<file path="src/rtl/register_set_pkg.sv">
// Shared CPU register-file widths.
// Decode, ALU and writeback import these so operand widths agree.
package register_set_pkg;

  localparam int REG_DATA_W = 5;
  localparam int REG_ADDR_W = 2;
  localparam int REG_COUNT  = 1 << REG_ADDR_W;

endpackage

</file>
<file path="src/rtl/register_set.sv">
// 4x5 architectural register file: one sync write, two comb reads.
// Ports: Ra/Rb read addrs -> a/b; Wr/Wrd/reg_en write; clk; rst (sync, high).
module register_set
  import register_set_pkg::*;
#(
  parameter int DATA_W = REG_DATA_W,
  parameter int ADDR_W = REG_ADDR_W
) (
  input  logic [ADDR_W-1:0] Ra,
  input  logic [ADDR_W-1:0] Rb,
  input  logic [ADDR_W-1:0] Wr,
  input  logic [DATA_W-1:0] Wrd,
  input  logic              reg_en,
  input  logic              clk,
  output logic [DATA_W-1:0] a,
  output logic [DATA_W-1:0] b,
  input  logic              rst
);

  localparam int N = 1 << ADDR_W;

  logic [DATA_W-1:0] mem_q [N];

  // if (rst) keeps an X/Z reset from clearing the file in simulation.
  always_ff @(posedge clk) begin
    if (rst) begin
      for (int i = 0; i < N; i++) begin
        mem_q[i] <= '0;
      end
    end else if (reg_en) begin
      mem_q[Wr] <= Wrd;
    end
  end

  // No write bypass: reads see the pre-edge contents.
  assign a = mem_q[Ra];
  assign b = mem_q[Rb];

endmodule

</file>
<file path="config.mk">
export PLATFORM = sky130hd
export DESIGN_NAME = register_set
export DESIGN_NICKNAME = d
export VERILOG_FILES = /design/src/rtl/register_set_pkg.sv /design/src/rtl/register_set.sv
export SDC_FILE = /design/constraint.sdc
export NUM_CORES = 1
export LEC_CHECK = 0
export BUFFER_PORTS_ARGS = -buffer_cell sky130_fd_sc_hd__buf_2
export CAP_MARGIN = 20
export CORE_ASPECT_RATIO = 0.8
export CORE_MARGIN = 4
export CORE_UTILIZATION = 52
export DETAILED_ROUTE_END_ITERATION = 10
export MAX_ROUTING_LAYER = met4
export PLACE_DENSITY = 0.82
export SYNTH_ARGS = -nofsm -noshare
export SYNTH_HDL_FRONTEND = slang
export SYNTH_SLANG_ARGS = --single-unit
</file>
<file path="constraint.sdc">
create_clock -name clk -period 1.1 [get_ports clk]
set_input_delay 0 -clock clk [delete_from_list [all_inputs] [get_ports clk]]
set_output_delay 0 -clock clk [all_outputs]
set_load 0.1 [all_outputs]
</file>
==> flow_metrics.env, run 1 <==
export IMPL_power_switching_w=0.0006950
export IMPL_synth_top_cell_by_area="edfxtp_1"
export IMPL_wl_per_cell_um=18.13
export IMPL_cts_buffer_depth=2
export IMPL_clkPwrFrac_pct=17.0
export IMPL_worst_pin_slew_ns=0.3469
export IMPL_grt_pass1_wl_mm=3.187
export IMPL_multi_input_area_um2=445.4
export IMPL_relSlewSlack_pct=76.82
export IMPL_regMostFlops="mem_q"
export IMPL_total_power_w=0.001931
export IMPL_critical_path_max_fanout=2
export IMPL_synth_top_cell_area_share_pct=56.01
export IMPL_die_w_um=58.77
export IMPL_seqCellArea_um2=600.6
export IMPL_max_vdd_ir_drop_mv=0.8288
export IMPL_grt_overflow=0
export IMPL_fin_nets=104
export IMPL_fill_cells=148
export IMPL_clockRootBuffer="clkbuf_4"
export IMPL_worstHoldStart="Wrd[3]"
export IMPL_grt_pass1_vias=665
export IMPL_die_area_um2=2857
export IMPL_drv_slew=0
export IMPL_io_buffers=23
export IMPL_ys_seq_area_share_pct=56.01
export IMPL_p_comb_share_pct=35.0
export IMPL_cts_tree="done"
export IMPL_fin_crit_sh_pct=126.4
export IMPL_ys_ff_latch=20
export IMPL_yosysWarnings=0
export IMPL_cts_made_buffers=3
export IMPL_crit_arrival_ns=1.39
export IMPL_largest_reg_flops=20
export IMPL_period_needed_ns=1.390
export IMPL_crit_type="reg2out"
export IMPL_fmax_mhz=719.5
export IMPL_setup_viol=10
export IMPL_drt_iter0_markers=14
export IMPL_outcome="finished with violations"
export IMPL_grt_usage_pct=16.13
export IMPL_syn_to_final_growth_pct=20.77
export IMPL_synthCells=63
export IMPL_start_util_pct=55.65
export IMPL_cts_sinks=20
export IMPL_leakage_nw=0.5003
export IMPL_postRouteAntennaNets=0
export IMPL_hold_class="in2reg"
export IMPL_htree_levels=1
export IMPL_critPathRequiredTime_ns=1.10
export IMPL_drc=0
export IMPL_fin_ws_ns=-0.2899
export IMPL_antenna_found_initial=0
export IMPL_synth_area_um2=1072
export IMPL_synth_nets=77
export IMPL_reg_largest_list="mem_q: 20 flops"
export IMPL_syn_area_per_cell_um2=17.02
export IMPL_n_antenna_cell=0
export IMPL_layout_drive_gt1_share_pct=45.45
export IMPL_die_y_um=48.62
export IMPL_routed_via_density=5.661
export IMPL_num_rows=14
export IMPL_rsz0062_at_grt="true"
export IMPL_start_kind="register"
export IMPL_p_int_w=0.001236
export IMPL_fin_hold_ws_ns=0.01577
export IMPL_hold_viol=0
export IMPL_synth_area_leaders="edfxtp_1 (56%), mux4_2 (21%), and2_1 (12%), and4bb_1 (2.3%), nor4b_4 (2.2%)"
export IMPL_final_cell_mix="and2_1 (20), edfxtp_1 (20), buf_2 (13)"
export IMPL_num_vias=634
export IMPL_power_per_cell_area_nw_per_um2=1491
export IMPL_gp_congestion=0.7459
export IMPL_clk_pin_slew_ns=0.10
export IMPL_violations="setup timing"
export IMPL_sw_frac_of_total_pct=36.00
export IMPL_pwr_share_seq_pct=48.0
export IMPL_pin_count=24
export IMPL_maxCapViolations=0
export IMPL_dr_pass1_iters=2
export IMPL_core_um2=1927
export IMPL_worst_setup_path_end_kind="output pin"
export IMPL_drt_wl_total_mm=2.030
export IMPL_startpoint="mem_q[2][1]"
export IMPL_grt_max_degree=11
export IMPL_yosysUniqueCellTypes=13
## power groups by stage
stage          clock, W  sequential (W)  combinational [W]
6_report       0.000327        0.000927           0.000676
5_1_grt        0.000375        0.000934           0.000700
4_1_cts        0.000331        0.000928           0.000671
3_5_place_dp          0        0.000946           0.000600
3_3_place_gp          0        0.000937           0.000592
2_1_floorplan         0        0.000933           0.000498
## path summary, 6_finish.rpt
kind                  depth (start not counted)     endpoint
worst min-delay path                          2  mem_q[2][3]
worst max-delay path                          2         b[1]
## critical path, cell delays in order (launching register included)
cell and delay [ns]:
edfxtp_1 0.41, mux4_2 0.49, buf_6 0.20
## stage by stage
step                      TNS (ns)  utilization [%]  area, µm²  cells  setup slack (ns)
after floorplan                  0                -       1072     63         0.0009911
after global placement     -0.1132            62.40       1202    109          -0.01407
after detailed placement   -0.3499            62.40       1202    109          -0.06511
after CTS                   -2.793            66.82       1287    112           -0.3100
after global routing        -3.324            67.21       1295    112           -0.3624
final                       -2.719            67.21       1295    112           -0.2899
## Yosys cell counts
library cell / number
nor2_1: 1
o21bai_1: 1
a21o_1: 1
edfxtp_1: 20
and4bb_1: 2
inv_1: 1
a31o_2: 2
mux4_2: 10
nor4b_4: 1
nor2b_1: 1
and2_1: 20
buf_6: 2
nand2_1: 1
## logic make-up (layout without fill, tap and decap cells)
| family | Yosys count | count (layout) | share of synthesized area, % |
|---|---|---|---|
| AOI/OAI and AO/OA | 4 | 4 | 3.035 |
| DFF | 20 | 20 | 56.01 |
| muxes | 10 | 10 | 21.00 |
| and+or+nand+nor | 26 | 26 | 17.50 |
| buffers and inverters | 3 | 28 | 2.450 |
## cell type report
class / instances / area share [%]
Timing Repair Buffer: 24 / 14.88
Multi-Input combinational cell: 40 / 34.40
Inverter: 1 / 0.2899
Sequential cell: 20 / 46.38
Clock buffer: 3 / 1.739
Tap cell: 24 / 2.319
## metal layers
metal | GRT usage (%) | up-vias | wire length (µm)
li1 | - | 298 | -
met1 | 20.39 | 317 | 796
met2 | 26.29 | 17 | 1110
met3 | 2.394 | 2 | 113
met4 | 5.660 | 0 | 9
met5 | - | - | 0
## what timing repair did
action                                  CTS  global route
setup buffers                             0             0
endpoints found under the setup margin   10            10
gates resized for setup                  20             2
cloned                                    0             0
hold buffers                              0             0
No activity file was read; power rests on OpenSTA's default activity.
==> run 2: changes to the inputs <==
- MAX_ROUTING_LAYER: met4 -> unset
==> flow_metrics.env, run 2 (same netlist as run 1, synthesis figures left out) <==
export IMPL_wl_per_cell_um=18.01
export IMPL_final_cell_mix="and2_1 (20), edfxtp_1 (20), buf_2 (13)"
export IMPL_syn_to_final_growth_pct=20.77
export IMPL_leakage_nw=0.5003
export IMPL_gp_congestion=0.7368
export IMPL_regMostFlops="mem_q"
export IMPL_drt_wl_total_mm=2.017
export IMPL_drt_iter0_markers=21
export IMPL_cts_resized=20
export IMPL_relSlewSlack_pct=77.03
export IMPL_fin_crit_sh_pct=126.7
export IMPL_worst_setup_path_end_kind="output pin"
export IMPL_p_int_w=0.001236
export IMPL_drc=0
export IMPL_grt_max_degree=11
export IMPL_start_util_pct=55.65
export IMPL_sw_frac_of_total_pct=35.93
export IMPL_postRouteAntennaNets=0
export IMPL_crit_arrival_ns=1.39
export IMPL_clockRootBuffer="clkbuf_4"
export IMPL_cts_made_buffers=3
export IMPL_hold_viol=0
export IMPL_die_y_um=48.62
export IMPL_core_um2=1927
export IMPL_routed_via_density=5.723
export IMPL_fin_nets=104
export IMPL_largest_reg_flops=20
export IMPL_io_buffers=23
export IMPL_hold_depth=2
export IMPL_period_needed_ns=1.393
export IMPL_worst_pin_slew_ns=0.3438
export IMPL_max_vdd_ir_drop_mv=0.8280
export IMPL_crit_type="reg2out"
export IMPL_start_kind="register"
export IMPL_fmax_mhz=717.6
export IMPL_reg_largest_list="mem_q: 20 flops"
export IMPL_violations="setup timing"
export IMPL_layout_drive_gt1_share_pct=45.45
export IMPL_clk_pin_slew_ns=0.10
export IMPL_post_cts_buffers=0
export IMPL_maxCapViolations=0
export IMPL_die_area_um2=2857
export IMPL_grt_overflow=0
export IMPL_setup_viol=10
export IMPL_grt_pass1_wl_mm=3.187
export IMPL_power_per_cell_area_nw_per_um2=1489
export IMPL_clkPwrFrac_pct=16.9
export IMPL_critPathRequiredTime_ns=1.10
export IMPL_outcome="finished with violations"
export IMPL_cts_sinks=20
export IMPL_tns_ns=-2.716
export IMPL_total_power_w=0.001929
export IMPL_cts_buffer_depth=2
export IMPL_num_vias=641
export IMPL_power_switching_w=0.0006930
export IMPL_place_ws_ns=-0.06511
export IMPL_cts_hold_buf=0
export IMPL_critical_path_max_fanout=2
export IMPL_num_rows=14
export IMPL_die_w_um=58.77
export IMPL_pwr_share_seq_pct=48.1
export IMPL_fin_ws_ns=-0.2935
export IMPL_hold_class="in2reg"
export IMPL_worstHoldStart="Wrd[3]"
export IMPL_antenna_found_initial=0
export IMPL_finish_utilization_pct=67.21
export IMPL_p_comb_share_pct=35.1
export IMPL_htree_levels=1
export IMPL_rsz0062_at_grt="true"
export IMPL_min_to="mem_q[2][3]"
export IMPL_n_antenna_cell=0
export IMPL_grt_pass1_vias=669
export IMPL_pin_count=24
export IMPL_drv_slew=0
export IMPL_grt_usage_pct=15.70
export IMPL_dr_pass1_iters=2
export IMPL_cts_tree="done"
==> run 2: cell counts in the layout (fill, tap and decap cells not counted) <==
Identical to the previous run, type by type.
==> run 2: critical path, cell delays in order (launching register included) <==
cell and delay, ns:
edfxtp_1 0.42, mux4_2 0.49, buf_6 0.20
==> run 2: final cells by class <==
class,instances,area [µm²]
Multi-Input combinational cell,40,445.4
Timing Repair Buffer,24,192.7
Inverter,1,3.754
Sequential cell,20,600.6
Tap cell,24,30.03
Clock buffer,3,22.52
Fill cell,148,631.9
==> run 2: worst max-delay path by stage <==
stage	start	end	slack [ns]	depth (start not counted)
floorplan	mem_q[3][0]	a[0]	0.001	1
global placement	mem_q[3][1]	b[1]	-0.01	2
detailed placement	mem_q[2][1]	b[1]	-0.07	2
CTS	mem_q[2][1]	b[1]	-0.31	2
global route	mem_q[2][4]	b[4]	-0.36	2
finish	mem_q[2][1]	b[1]	-0.29	2
==> run 2: power groups by stage <==
stage | logic, W | registers, W | clock network (W)
after floorplan | 0.000498 | 0.000933 | 0
after global placement | 0.000592 | 0.000937 | 0
after detailed placement | 0.000600 | 0.000946 | 0
after CTS | 0.000671 | 0.000928 | 0.000331
after global routing | 0.000700 | 0.000934 | 0.000375
final | 0.000676 | 0.000927 | 0.000325
==> run 2: metal layers <==
metal  up-vias  part of all wire, %  wire length (µm)  track usage, %
met4         0                 0.45                 9           5.660
met1       321                   39               781           20.39
li1        301                    -                 -               -
met5         -                    0                 0               0
met2        17                   55              1113           26.29
met3         2                  5.6               113           2.394
==> run 2: metrics by stage <==
stage | hold slack [ns] | area, µm² | std cells
4_1_cts | 0.009432 | 1287 | 112
3_3_place_gp | 0.3099 | 1202 | 109
5_1_grt | 0.003656 | 1295 | 112
6_report | 0.01705 | 1295 | 112
3_5_place_dp | 0.3142 | 1202 | 109
2_1_floorplan | 0.1982 | 1072 | 63
